## src/rtl/instr_prefetch_queue.sv

```systemverilog
`default_nettype none
// ============================================================================
// Module      : instr_prefetch_queue
// Description : Sequential instruction prefetcher. Issues one word fetch at a
//               time over a req/ack handshake, buffers returned words and
//               their PCs in a DEPTH-entry FIFO, and presents the oldest entry
//               to decode over valid/ready. A redirect flushes the queue and
//               restarts fetching at the target PC.
//               Optional macro PREFETCH_BYPASS_EN: forwards a returning word
//               straight to decode when the queue is empty.
// Revision    : 1.0 - initial release
// ============================================================================
module instr_prefetch_queue #(
    parameter int          DEPTH    = 4,
    parameter logic [31:0] RESET_PC = 32'h0
) (
    input  logic        CLK,
    input  logic        RESET,
    input  logic        redirect_valid,
    input  logic [31:0] redirect_pc,
    output logic        mem_req,
    output logic [31:0] mem_addr,
    input  logic        mem_ack,
    input  logic [31:0] mem_rdata,
    output logic        ins_valid,
    input  logic        ins_ready,
    output logic [31:0] INSTRUCTION,
    output logic [31:0] ins_pc
);

    localparam int PTR_W = $clog2(DEPTH);
    localparam int CNT_W = $clog2(DEPTH + 1);

    typedef enum logic [1:0] {
        IDLE  = 2'd0,
        REQ   = 2'd1,
        DRAIN = 2'd2
    } state_t;

    state_t             state;
    state_t             state_nxt;
    logic [31:0]        fetch_pc;
    logic [31:0]        req_addr;
    logic [CNT_W-1:0]   count;
    logic [PTR_W-1:0]   head;
    logic [PTR_W-1:0]   tail;
    logic [31:0]        q_data [DEPTH];
    logic [31:0]        q_pc   [DEPTH];

    logic               start_req;
    logic               fetch_done;
    logic               head_valid;
    logic               enq;
    logic               deq;

    // A slot is reserved when the request starts, so the enqueue can never overflow.
    assign start_req  = (state == IDLE) && !redirect_valid && (count < CNT_W'(DEPTH));
    // Only a live (non-draining) request delivers a word into the queue.
    assign fetch_done = (state == REQ) && mem_ack;
    assign head_valid = (count != '0);
    assign deq        = head_valid && ins_ready && !redirect_valid;
    assign mem_addr   = req_addr;

`ifdef PREFETCH_BYPASS_EN
    logic bypass;
    assign bypass = (count == '0) && fetch_done && !redirect_valid;
    // Empty queue: the returning word is shown to decode in its ack cycle.
    always_comb begin
        ins_valid   = head_valid || bypass;
        INSTRUCTION = 32'h0;
        ins_pc      = 32'h0;
        if (head_valid) begin
            INSTRUCTION = q_data[head];
            ins_pc      = q_pc[head];
        end else if (bypass) begin
            INSTRUCTION = mem_rdata;
            ins_pc      = req_addr;
        end
    end
    assign enq = fetch_done && !redirect_valid && !(bypass && ins_ready);
`else
    // Head entry drives decode; zeros when the queue is empty.
    always_comb begin
        ins_valid   = head_valid;
        INSTRUCTION = 32'h0;
        ins_pc      = 32'h0;
        if (head_valid) begin
            INSTRUCTION = q_data[head];
            ins_pc      = q_pc[head];
        end
    end
    assign enq = fetch_done && !redirect_valid;
`endif

    // Fetch state register; async reset drops mem_req immediately.
    always_ff @(posedge CLK or posedge RESET) begin
        if (RESET) state <= IDLE;
        else       state <= state_nxt;
    end

    // Next-state and request strobe.
    always_comb begin
        state_nxt = state;
        mem_req   = 1'b0;
        case (state)
            IDLE: begin
                if (start_req) state_nxt = REQ;
            end
            REQ: begin
                mem_req = 1'b1;
                if (mem_ack)             state_nxt = IDLE;
                else if (redirect_valid) state_nxt = DRAIN;
            end
            DRAIN: begin
                mem_req = 1'b1;
                if (mem_ack) state_nxt = IDLE;
            end
            default: state_nxt = IDLE;
        endcase
    end

    // Fetch PC and the address latched for the outstanding request.
    always_ff @(posedge CLK or posedge RESET) begin
        if (RESET) begin
            fetch_pc <= RESET_PC;
            req_addr <= RESET_PC;
        end else begin
            if (redirect_valid)  fetch_pc <= redirect_pc & 32'hFFFF_FFFC;
            else if (fetch_done) fetch_pc <= fetch_pc + 32'd4;
            if (start_req)       req_addr <= fetch_pc;
        end
    end

    // Queue occupancy and pointers; redirect clears everything.
    always_ff @(posedge CLK or posedge RESET) begin
        if (RESET) begin
            count <= '0;
            head  <= '0;
            tail  <= '0;
        end else if (redirect_valid) begin
            count <= '0;
            head  <= '0;
            tail  <= '0;
        end else begin
            if (enq) tail <= tail + PTR_W'(1);
            if (deq) head <= head + PTR_W'(1);
            if (enq && !deq)      count <= count + CNT_W'(1);
            else if (!enq && deq) count <= count - CNT_W'(1);
        end
    end

    // Queue storage; contents are qualified by count so no reset is needed.
    always_ff @(posedge CLK) begin
        if (enq) begin
            q_data[tail] <= mem_rdata;
            q_pc[tail]   <= req_addr;
        end
    end

endmodule
`default_nettype wire

```

## config.mk

```make
export PLATFORM = sky130hd
export DESIGN_NAME = instr_prefetch_queue
export DESIGN_NICKNAME = d
export VERILOG_FILES = /design/src/rtl/instr_prefetch_queue.sv
export SDC_FILE = /design/constraint.sdc
export NUM_CORES = 1
export LEC_CHECK = 0
export ABC_CLOCK_PERIOD_IN_PS = 4100
export BUFFER_PORTS_ARGS = -buffer_cell sky130_fd_sc_hd__clkbuf_2
export CORE_UTILIZATION = 35
export DETAILED_ROUTE_END_ITERATION = 12
export SETUP_SLACK_MARGIN = 0.2
export SYNTH_ARGS = -nofsm -noshare
export SYNTH_HDL_FRONTEND = slang
export SYNTH_SLANG_ARGS = --single-unit
```

## constraint.sdc

```tcl
create_clock -name CLK -period 4.1 [get_ports CLK]
set_input_delay 0.615 -clock CLK [delete_from_list [all_inputs] [get_ports CLK]]
set_output_delay 0.615 -clock CLK [all_outputs]
set_load 0.05 [all_outputs]
```

==> summary.txt, run 1 <==
Floorplanning
  • Row count: between 60 and 70
  • Initial cell density of the core: 0.358
  • I/O pin count: approximately 170
  • Die height: approximately 190 um
  • Die ar.: around 0.037 sq mm
  • Die Span X: a little under 200 um
  • CORE AREA: ~0.036 sq mm

Detailed routing
  • DR iter-0 viols: between 300 and 400
  • Final wirelength: roughly 28000 um
  • TritonRoute pass-1 iters: 10
  • Vias/cell: around 5
  • WL per Instance: around 20 um
  • ANT nets after route: 0
  • DR vias: 7005
  • Detailed-route DRC error count: 12

Global routing
  • GRT overflow: 0
  • GRT Total Usage: 0.149
  • Met1 usage: 0.207
  • GR peak layer: met2
  • Initial antenna violation count: 0
  • GR Layer Usage met2: 0.241
  • GR Util met3: 0.0270
  • First-pass GRT wire length: around 43000 um
  • Vias in the first global route: slightly above 7000
  • Largest net degree at the start of global routing: 48

Hold path
  • Hold Crit Class: in2async

Clock tree
  • Post-CTS resize count: 0
  • Latest clock arrival within the worst-skew pair: 520 ps
  • Setup bufs post-CTS: 0
  • CTS clk-pin slew, worst paths: around 60 ps
  • Clk sinks: about 320
  • Longest Clk Path Bufs: 3
  • H-tree levels: 2
  • Hold Buf Count CTS: 0
  • Clock root buffer: clkbuf_16
  • CTS tree: built
  • Inserted Clock Buffers: 37

Cells and area
  • Fraction of layout cells with a size suffix above 1: 0.351
  • Non-filler instance count after layout: 1398
  • Antenna diodes: 0
  • Area grow syn2layout: 20.1%
  • Final core utilization: 0.430
  • Most common cell after layout, fill and taps aside: edfxtp_1
  • Most frequent cells in the layout: edfxtp_1, clkbuf_2, dfrtp_1
  • Nets: 989
  • Cell area after layout: between 0.015 and 0.02 sq mm

Worst setup path
  • Worst r2r path cells: 6
  • CP Launch Type: register
  • CP arrival: between 2000 and 3000 ps
  • Critical path class: reg2out
  • Data required, critical path: about 3500 ps
  • Critical path peak fanout: 43
  • Worst setup EP type: output pin

Placed design
  • Placed Area: roughly 0.014 sq mm
  • GP Congestion: about 0.77
  • Placement Setup Slack: approximately 1300 ps
  • Post-DP HPWL: 16900 um
  • Placed Cells: 1332
  • Port Buffer Count: 160

STA
  • Unrepaired setup endpoints after global routing: false
  • Setup ws final: ~830 ps
  • Period utilization: 0.797
  • Setup Skew: 19.2 ps
  • Worst-Margin Slew: 955 ps
  • Fin crit period: 3270 ps
  • Final setup vio count: 0
  • Final hold vios: 0
  • Setup TNS: 0 ps
  • Fmax: 306 MHz
  • Slew HR: 0.363
  • Fin Hold WS: about 260 ps
  • Max Slew Vio Count: 0

Status
  • Status: finished, violations left
  • Violated checks: DRC

Logic synthesis
  • Seq/Total Area, Yosys: 0.715
  • Ys flop type: edfxtp_1
  • Post-synth EDFFs: roughly 250
  • Fraction of registers with async set/reset: 0.218
  • Syn Inst Count: 733
  • Mapped Avg Cell Area: around 18 sq um
  • Yosys reg bits: between 300 and 400
  • Cell Area, Synth: about 0.013 sq mm
  • Yosys warns: 0
  • Library cells used by synthesis: 44

Pwr
  • Leak: roughly 5.5 nW
  • Power Total: about 12 mW
  • Peak ir drop on the vdd network: ~400 uV
  • Pwr per Cell Area: around 780 mW/mm^2

Run
  • Max Cap Viol: 0
-- final cells by class --
| type | count | area, sq um |
|---|---|---|
| well taps | 461 | 577 |
| inverters | 15 | 56.3 |
| fillers | 3216 | 20400 |
| multi-input cells | 364 | 3450 |
| flip-flops and latches | 317 | 9180 |
| clock buffers | 50 | 1030 |
| clock inverters | 16 | 128 |
| repair buffers | 175 | 988 |
-- registers in the layout (all words and copies together) (netlist names) --
signal    cells
count         3
fetch_pc     30
head          2
mem_addr     30
q_data      128
q_pc        120
state         2
tail          2
-- metal layers --
| metal | part of all wire | routed length, um |
|---|---|---|
| met4 | 0.017 | 481 |
| met1 | 0.46 | 12700 |
| met5 | 0 | 0 |
| met3 | 0.048 | 1330 |
| met2 | 0.48 | 13200 |
-- worst paths after layout --
kind,start,endpoint,slack (ps)
setup / recovery,count[0],INSTRUCTION[17],830
hold / removal,RESET,fetch_pc[17],260
setup reg to reg,state[1],q_data[3][23],1280
hold reg to reg,state[0],state[0],540
max in group asynchronous,RESET,head[0],2840
min in group CLK,redirect_pc[16],fetch_pc[16],310
-- power by group --
part           leakage (nW)  internal, mW  switching (mW)
logic                  1.86          1.36            3.01
registers              3.06          3.99           0.472
clock network         0.565          1.88            1.23
total                  5.49          7.23            4.72
-- cells in the mapped netlist (2+ instances only) --
| library cell | instances | area share |
|---|---|---|
| ha_1 | 9 | 0.0088 |
| a31oi_1 | 12 | 0.0058 |
| nor3_1 | 5 | 0.0019 |
| clkbuf_1 | 28 | 0.0082 |
| mux2_2 | 31 | 0.027 |
| a21oi_1 | 3 | 0.0012 |
| xnor2_1 | 10 | 0.0068 |
| nand3_1 | 22 | 0.0086 |
| and2_1 | 68 | 0.033 |
| o21ai_0 | 17 | 0.0066 |
| dfrtp_1 | 69 | 0.13 |
| mux2i_1 | 2 | 0.0016 |
| o211ai_1 | 3 | 0.0018 |
| nand4_1 | 9 | 0.0044 |
| nor2_1 | 23 | 0.0067 |
| buf_2 | 7 | 0.0027 |
| o31ai_1 | 9 | 0.0053 |
| nand2_1 | 29 | 0.0085 |
| mux4_2 | 62 | 0.11 |
| edfxtp_1 | 248 | 0.58 |
| inv_1 | 15 | 0.0044 |
| or4_1 | 13 | 0.0076 |
| xor2_1 | 5 | 0.0034 |
| and3_1 | 3 | 0.0015 |
| or3_1 | 4 | 0.0019 |
| buf_4 | 4 | 0.0023 |
| nor4_1 | 6 | 0.0029 |
-- kinds of logic after synthesis --
| group | count (synthesis) | share of synthesized area |
|---|---|---|
| compound gates | 50 | 0.0247 |
| mux | 95 | 0.138 |
| buf+inv | 55 | 0.0185 |
| fa+ha+maj | 10 | 0.0103 |
| simple gates | 190 | 0.0836 |
| xor+xnor | 15 | 0.0102 |
| flops | 317 | 0.715 |
| other cells | 1 | 0.000292 |
-- critical path, stage by stage (launching register included) --
cell	delay (ps)
dfrtp_1	400
or3_2	920
buf_4	380
and2_1	180
clkbuf_2	240
No activity file was read; power rests on OpenSTA's default activity.
==> run 2, diff against run 1 <==
--- a/config.mk
+++ b/config.mk
@@ -5,7 +5,8 @@
 export SDC_FILE = /design/constraint.sdc
 export NUM_CORES = 1
 export LEC_CHECK = 0
-export ABC_CLOCK_PERIOD_IN_PS = 4100
+export ABC_AREA = 1
+export ABC_CLOCK_PERIOD_IN_PS = 2700
 export BUFFER_PORTS_ARGS = -buffer_cell sky130_fd_sc_hd__clkbuf_2
 export CORE_UTILIZATION = 35
 export DETAILED_ROUTE_END_ITERATION = 12
==> constraint.sdc (replaced) <==
create_clock -name CLK -period 2.7 [get_ports CLK]
set_input_delay 0.405 -clock CLK [delete_from_list [all_inputs] [get_ports CLK]]
set_output_delay 0.405 -clock CLK [all_outputs]
set_load 0.05 [all_outputs]
==> summary.txt, run 2 <==
Clock tree
  • Clock root buffer: clkbuf_16
  • Clk sinks: 317 (unchanged)
  • CTS clk-pin slew, worst paths: 60 ps (about the same)
  • H-tree levels: 2 (unchanged)
  • Latest clock arrival within the worst-skew pair: 520 ps (about the same)
  • Inserted Clock Buffers: 36 (-2.7%)
  • Longest Clk Path Bufs: 3 (unchanged)
  • CTS tree: built

Worst setup path
  • Largest delay contributor family on the critical path: buffers and inverters
  • Critical path peak fanout: 8 (-81%)
  • Worst r2r path cells: 7 (+1)
  • Slowest cell on the critical path: dfrtp_4
  • Worst path depth: 7 (+3)
  • Worst setup EP type: output pin
  • Cells along the critical path: buf_12, clkbuf_16, nor2_1, nor2_1, o21ai_0, a21oi_1, buf_4
  • Critical Path Start: head[0]
  • Reg-to-reg slack, setup: 440 ps (-840 ps)
  • CP arrival: 2100 ps (-550 ps)
  • CP Launch Type: register
  • Data required, critical path: 2300 ps (-1180 ps)
  • Bufs and invs on worst path: 3 (+1)
  • Critical path class: reg2out
  • R2r endpoint: q_data[3][14]
  • Worst R2R Start: state[1]
  • Slowest stage delay, CP: 560 ps (-360 ps)
  • Critical Path Most Common Cell: nor2_1
  • Setup crit end: INSTRUCTION[18]

Cells and area
  • Fillcell total: 3576 (+11%)
  • Fraction of layout cells with a size suffix above 1: 0.216 (-0.135)
  • Area grow syn2layout: 25.4%
  • Max reg flops: 128 (unchanged)
  • Most frequent cells in the layout: nor2_1, edfxtp_1, nand2_1
  • Nets: 1535 (+55%)
  • Reg with most FFs: q_data
  • Antenna diodes: 0 (unchanged)
  • Biggest regs: q_data x128, q_pc x120
  • Most common cell after layout, fill and taps aside: nor2_1

Logic synthesis
  • Synth top cells by count: nor2_1, edfxtp_1, nand2_1
  • Area share of the largest cell type after synthesis: 0.554 (-0.0264)
  • Cell Area, Synth: 0.0134 sq mm (+4.8%)
  • Ranking of synthesized cells by area: edfxtp_1, dfrtp_1, nor2_1, o21ai_0, nand2_1
  • Post-synth EDFFs: 248 (unchanged)
  • Ys flop type: edfxtp_1
  • Syn Inst Count: 1262 (+72%)
  • Top-count cell post-synth: nor2_1
  • Mapped Avg Cell Area: 10.7 sq um (-39%)
  • Post-synth top area cell: edfxtp_1
  • Library cells used by synthesis: 34 (-23%)
  • Seq/Total Area, Yosys: 0.682 (-0.0325)
  • Yosys reg bits: 317 (unchanged)
  • Yosys warns: 0 (unchanged)
  • Fraction of registers with async set/reset: 0.218 (unchanged)

STA
  • Max Slew Vio Count: 0 (unchanged)
  • Fmax: ~400 MHz
  • Setup Skew: 32.7 ps (+13.4 ps)
  • Slew HR: 0.530 (+0.167)
  • Final hold vios: 0 (unchanged)
  • Fin crit period: approximately 2500 ps
  • Period utilization: 0.929
  • Setup ws final: 191 ps (-643 ps)
  • Final setup vio count: 0 (unchanged)
  • Unrepaired setup endpoints after global routing: true
  • Fin Hold WS: 101 ps (-157 ps)
  • Worst-Margin Slew: 703 ps (-252 ps)

Floorplanning
  • Initial cell density of the core: 0.356 (-0.00208)
  • Die height: 198 um (+2.3%)
  • I/O pin count: 167 (unchanged)
  • Die ar.: 0.0392 sq mm (+4.7%)
  • Row count: 71 (+2.9%)
  • Die Span X: 198 um (+2.3%)
  • CORE AREA: 0.0378 sq mm (+5.4%)

Detailed routing
  • DR vias: 9617 (+37%)
  • WL per Instance: 18.2 um (-8.3%)
  • ANT nets after route: 0 (unchanged)
  • TritonRoute pass-1 iters: 5 (-5)
  • Detailed-route DRC error count: 0 (-12)
  • Final wirelength: 36200 um (+31%)
  • DR iter-0 viols: 582 (+65%)
  • Vias/cell: 4.82 (-3.8%)

Global routing
  • First-pass GRT wire length: 52200 um (+22%)
  • Largest net degree at the start of global routing: 53 (+10%)
  • GRT overflow: 0 (unchanged)
  • Vias in the first global route: 9342 (+29%)
  • Initial antenna violation count: 0 (unchanged)
  • GRT Total Usage: 0.175 (+0.0262)

Status
  • Status: complete, no violations

Pwr
  • Pwr per Cell Area: 1110 mW/mm^2 (+44%)
  • Leak: 6.54 nW (+19%)
  • Peak ir drop on the vdd network: 535 uV (+33%)

Placed design
  • Post-DP HPWL: 21400 um (+27%)
  • Port Buffer Count: 160 (unchanged)
  • Placement Setup Slack: 275 ps (-987 ps)
  • GP Congestion: 0.899 (+16%)

Run
  • Max Cap Viol: 0 (unchanged)

Hold path
  • Hold Crit Class: in2reg
  • Hold Path Cell Cnt: 3
## run 2: repair_timing
action                     CTS  global route
hold buffers                 1             0
gates cloned                 1            12
gates resized for setup     78            75
pin swaps                    1            24
setup endpoints to repair   62           203
buffers inserted             9             5
hold endpoints to repair    14             0
## run 2: power breakdown
part           leakage (nW)  switching, mW  total, mW  internal (mW)
clock                 0.541           1.92       4.57           2.64
combinational          2.90           5.31       7.57           2.25
sequential             3.10          0.624       6.64           6.02
## run 2: metrics by stage
step / power (mW) / TNS, ps / std cells / instance area (sq um) / utilization
2_1_floorplan: 11.3 / -95480 / 1265 / 13500 / -
4_1_cts: 18.5 / 0 / 1978 / 16500 / 0.436
3_5_place_dp: 13.3 / 0 / 1901 / 15000 / 0.397
3_3_place_gp: 13.2 / 0 / 1901 / 15000 / 0.397
5_1_grt: 19.7 / 0 / 1995 / 16900 / 0.447
6_report: 18.8 / 0 / 1995 / 16900 / 0.447
## run 2: area by class of cell
class | count | area (sq um) | share of cell area
clock buffer | 48 | 1010 | 0.0598
clock inverter | 18 | 109 | 0.00645
sequential | 317 | 9180 | 0.544
timing repair buffer | 218 | 1840 | 0.109
multi-input combinational | 826 | 3850 | 0.228
inverter | 57 | 243 | 0.0144
tap | 511 | 639 | 0.0379
## run 2: logic make-up after synthesis
logic type	count (synthesis)	synth area share
simple gates	548	0.163
xor+xnor	11	0.00717
buf+inv	122	0.0395
flops	317	0.682
compound gates	248	0.0936
other cells	1	0.000279
fa+ha+maj	10	0.00986
mux	5	0.00419
## run 2: how the worst min path moves through the flow
stage	start	endpoint
final	redirect_pc[18]	fetch_pc[18]
after floorplan	fetch_pc[31]	fetch_pc[31]
after detailed placement	RESET	fetch_pc[4]
after global routing	mem_rdata[10]	q_data[1][10]
after CTS	redirect_pc[18]	fetch_pc[18]
after global placement	RESET	fetch_pc[4]
## run 2: worst min-delay path, delay by kind of cell
family / cells / cell delay, ps
buffers and inverters: 1 / 70
and+or+nand+nor: 2 / 100
## run 2: per-layer routing
layer,track usage,vias up,wire length (um),share of wire
li1,-,4691,-,-
met1,0.236,4649,16300,0.45
met2,0.293,227,17500,0.48
met3,0.0283,50,1790,0.050
met4,0.0442,0,699,0.019
met5,0,-,0,0
==> run 3, diff against run 2 <==
--- a/config.mk
+++ b/config.mk
@@ -8,6 +8,7 @@
 export ABC_AREA = 1
 export ABC_CLOCK_PERIOD_IN_PS = 2700
 export BUFFER_PORTS_ARGS = -buffer_cell sky130_fd_sc_hd__clkbuf_2
+export CORE_ASPECT_RATIO = 1.1
 export CORE_UTILIZATION = 35
 export DETAILED_ROUTE_END_ITERATION = 12
 export SETUP_SLACK_MARGIN = 0.2
==> summary.txt, run 3 (synthesis results as in run 2) <==
Status
  • Status: complete, no violations

Clock tree
  • H-tree levels: 2 (unchanged)
  • Clock root buffer: clkbuf_16
  • CTS clk-pin slew, worst paths: 60 ps (about the same)
  • Setup bufs post-CTS: 0 (-9)
  • Latest clock arrival within the worst-skew pair: 510 ps (about the same)
  • Longest Clk Path Bufs: 3 (unchanged)
  • Inserted Clock Buffers: 36 (unchanged)
  • Clk sinks: 317 (unchanged)
  • CTS tree: built

Cells and area
  • Cell area after layout: 0.0168 sq mm (-0.65%)
  • Biggest regs: q_data x128, q_pc x120
  • Non-filler instance count after layout: 1944 (-2.6%)
  • Fraction of layout cells with a size suffix above 1: 0.205 (-0.0115)
  • Most frequent cells in the layout: nor2_1, edfxtp_1, nand2_1
  • Reg with most FFs: q_data
  • Final core utilization: 0.447 (about the same)
  • Area grow syn2layout: 24.6%
  • Most common cell after layout, fill and taps aside: nor2_1
  • Fillcell total: 3490 (-2.4%)
  • Max reg flops: 128 (unchanged)
  • Nets: 1503 (-2.1%)
  • Antenna diodes: 0 (unchanged)

Floorplanning
  • Initial cell density of the core: 0.359 (+0.00244)
  • CORE AREA: 0.0375 sq mm (-0.68%)
  • Die ar.: 0.0392 sq mm (about the same)
  • I/O pin count: 167 (unchanged)
  • Row count: 74 (+4.2%)
  • Die Span X: 189 um (-4.6%)
  • Die height: 208 um (+4.8%)

Pwr
  • Power Total: 19.4 mW (+3.2%)
  • Pwr per Cell Area: 1160 mW/mm^2 (+3.8%)
  • Peak ir drop on the vdd network: 626 uV (+17%)
  • Leak: 6.43 nW (-1.7%)

Global routing
  • Largest net degree at the start of global routing: 96 (+81%)
  • Initial antenna violation count: 0 (unchanged)
  • GRT Total Usage: 0.170 (-0.00456)
  • First-pass GRT wire length: 51900 um (-0.61%)
  • Vias in the first global route: 9213 (-1.4%)
  • GRT overflow: 0 (unchanged)

Detailed routing
  • TritonRoute pass-1 iters: 5 (unchanged)
  • ANT nets after route: 0 (unchanged)
  • DR iter-0 viols: 549 (-5.7%)
  • DR vias: 9384 (-2.4%)
  • Vias/cell: 4.83 (+0.14%)
  • Detailed-route DRC error count: 0 (unchanged)
  • Final wirelength: 33700 um (-6.9%)
  • WL per Instance: 17.3 um (-4.5%)

Placed design
  • Placement Setup Slack: 382 ps (+107 ps)
  • Post-DP HPWL: 20500 um (-4.4%)
  • Placed Area: 0.0153 sq mm (+2.3%)
  • Port Buffer Count: 160 (unchanged)
  • GP Congestion: 0.898 (about the same)
  • Placed Cells: 1878 (-1.2%)

STA
  • Max Slew Vio Count: 0 (unchanged)
  • Slew HR: 0.617 (+0.0871)
  • Final hold vios: 0 (unchanged)
  • Final setup vio count: 0 (unchanged)
  • Setup Skew: 7.35 ps (-25.3 ps)
  • Fmax: 400 MHz (+0.46%)
  • Fin crit period: 2500 ps (-11.5 ps)
  • Worst-Margin Slew: 575 ps (-129 ps)
  • Unrepaired setup endpoints after global routing: true
  • Setup TNS: 0 ps (unchanged)
  • Period utilization: 0.925 (-0.00427)
  • Fin Hold WS: 105 ps (+3.44 ps)
  • Setup ws final: 203 ps (+11.5 ps)

Run
  • Max Cap Viol: 0 (unchanged)

Worst setup path
  • Worst path depth: 5 (-2)
  • Data required, critical path: 2300 ps (about the same)
  • Worst setup EP type: output pin
  • Largest delay contributor family on the critical path: buffers and inverters
  • Slowest stage delay, CP: 520 ps (-40 ps)
  • CP arrival: 2090 ps (about the same)
  • Critical path class: reg2out
  • CP Launch Type: register
  • Slowest cell on the critical path: dfrtp_4
  • Worst r2r path cells: 7 (unchanged)
  • Cells along the critical path: clkinv_2, buf_16, o21ai_0, a21oi_1, clkbuf_4
  • Critical path peak fanout: 48 (+40)
  • Bufs and invs on worst path: 3 (unchanged)

Hold path
  • Hold Path Cell Cnt: 1 (-2)
  • Hold Crit Class: in2reg
==> run 3: cell types whose count changed in the layout (fill, tap and decap cells not counted), sizes merged <==
| cell | previous run | this run |
|---|---|---|
| clkbuf | 182 | 162 |
| buf | 83 | 68 |
| bufinv | 1 | 7 |
| clkinvlp | 3 | 0 |
| clkinv | 14 | 12 |
==> run 3: layout make-up <==
class                      count  area [sq um]  area share
sequential                   317          9180       0.548
inverter                      57           218      0.0130
tap                          494           618      0.0369
clock buffer                  45           966      0.0576
timing repair buffer         186          1640      0.0980
multi-input combinational    826          3870       0.231
clock inverter                19           267      0.0159
==> run 3: path summary, 6_finish.rpt <==
check	slack, ps	endpoint	from
min in group asynchronous	530	count[0]	RESET
hold / removal	100	q_data[1][4]	mem_rdata[4]
setup / recovery	200	INSTRUCTION[3]	head[0]
max in group asynchronous	1780	head[0]	RESET
hold reg to reg	540	fetch_pc[31]	fetch_pc[31]
setup reg to reg	370	q_data[2][9]	state[1]
==> run 3: layer usage <==
metal	share of wire	wire (um)	track usage	up-vias
met4	0.023	785	0.0528	0
met3	0.042	1430	0.0282	48
met1	0.44	14900	0.222	4514
li1	-	-	-	4610
met2	0.49	16600	0.289	212
met5	0	0	0	-
==> run 3: power by group <==
| part | leakage, nW | switching, mW | internal [mW] |
|---|---|---|---|
| registers | 3.10 | 0.596 | 6.02 |
| logic | 2.73 | 5.30 | 2.39 |
| clock network | 0.604 | 1.87 | 3.20 |
==> run 3: repair_timing <==
action / 4_1_cts / 5_1_grt
gates cloned: 0 / 1
hold buffers: 1 / 0
hold endpoints to repair: 5 / 0
resized for setup: 15 / 61
setup endpoints to repair: 26 / 62
pin swaps: 0 / 1
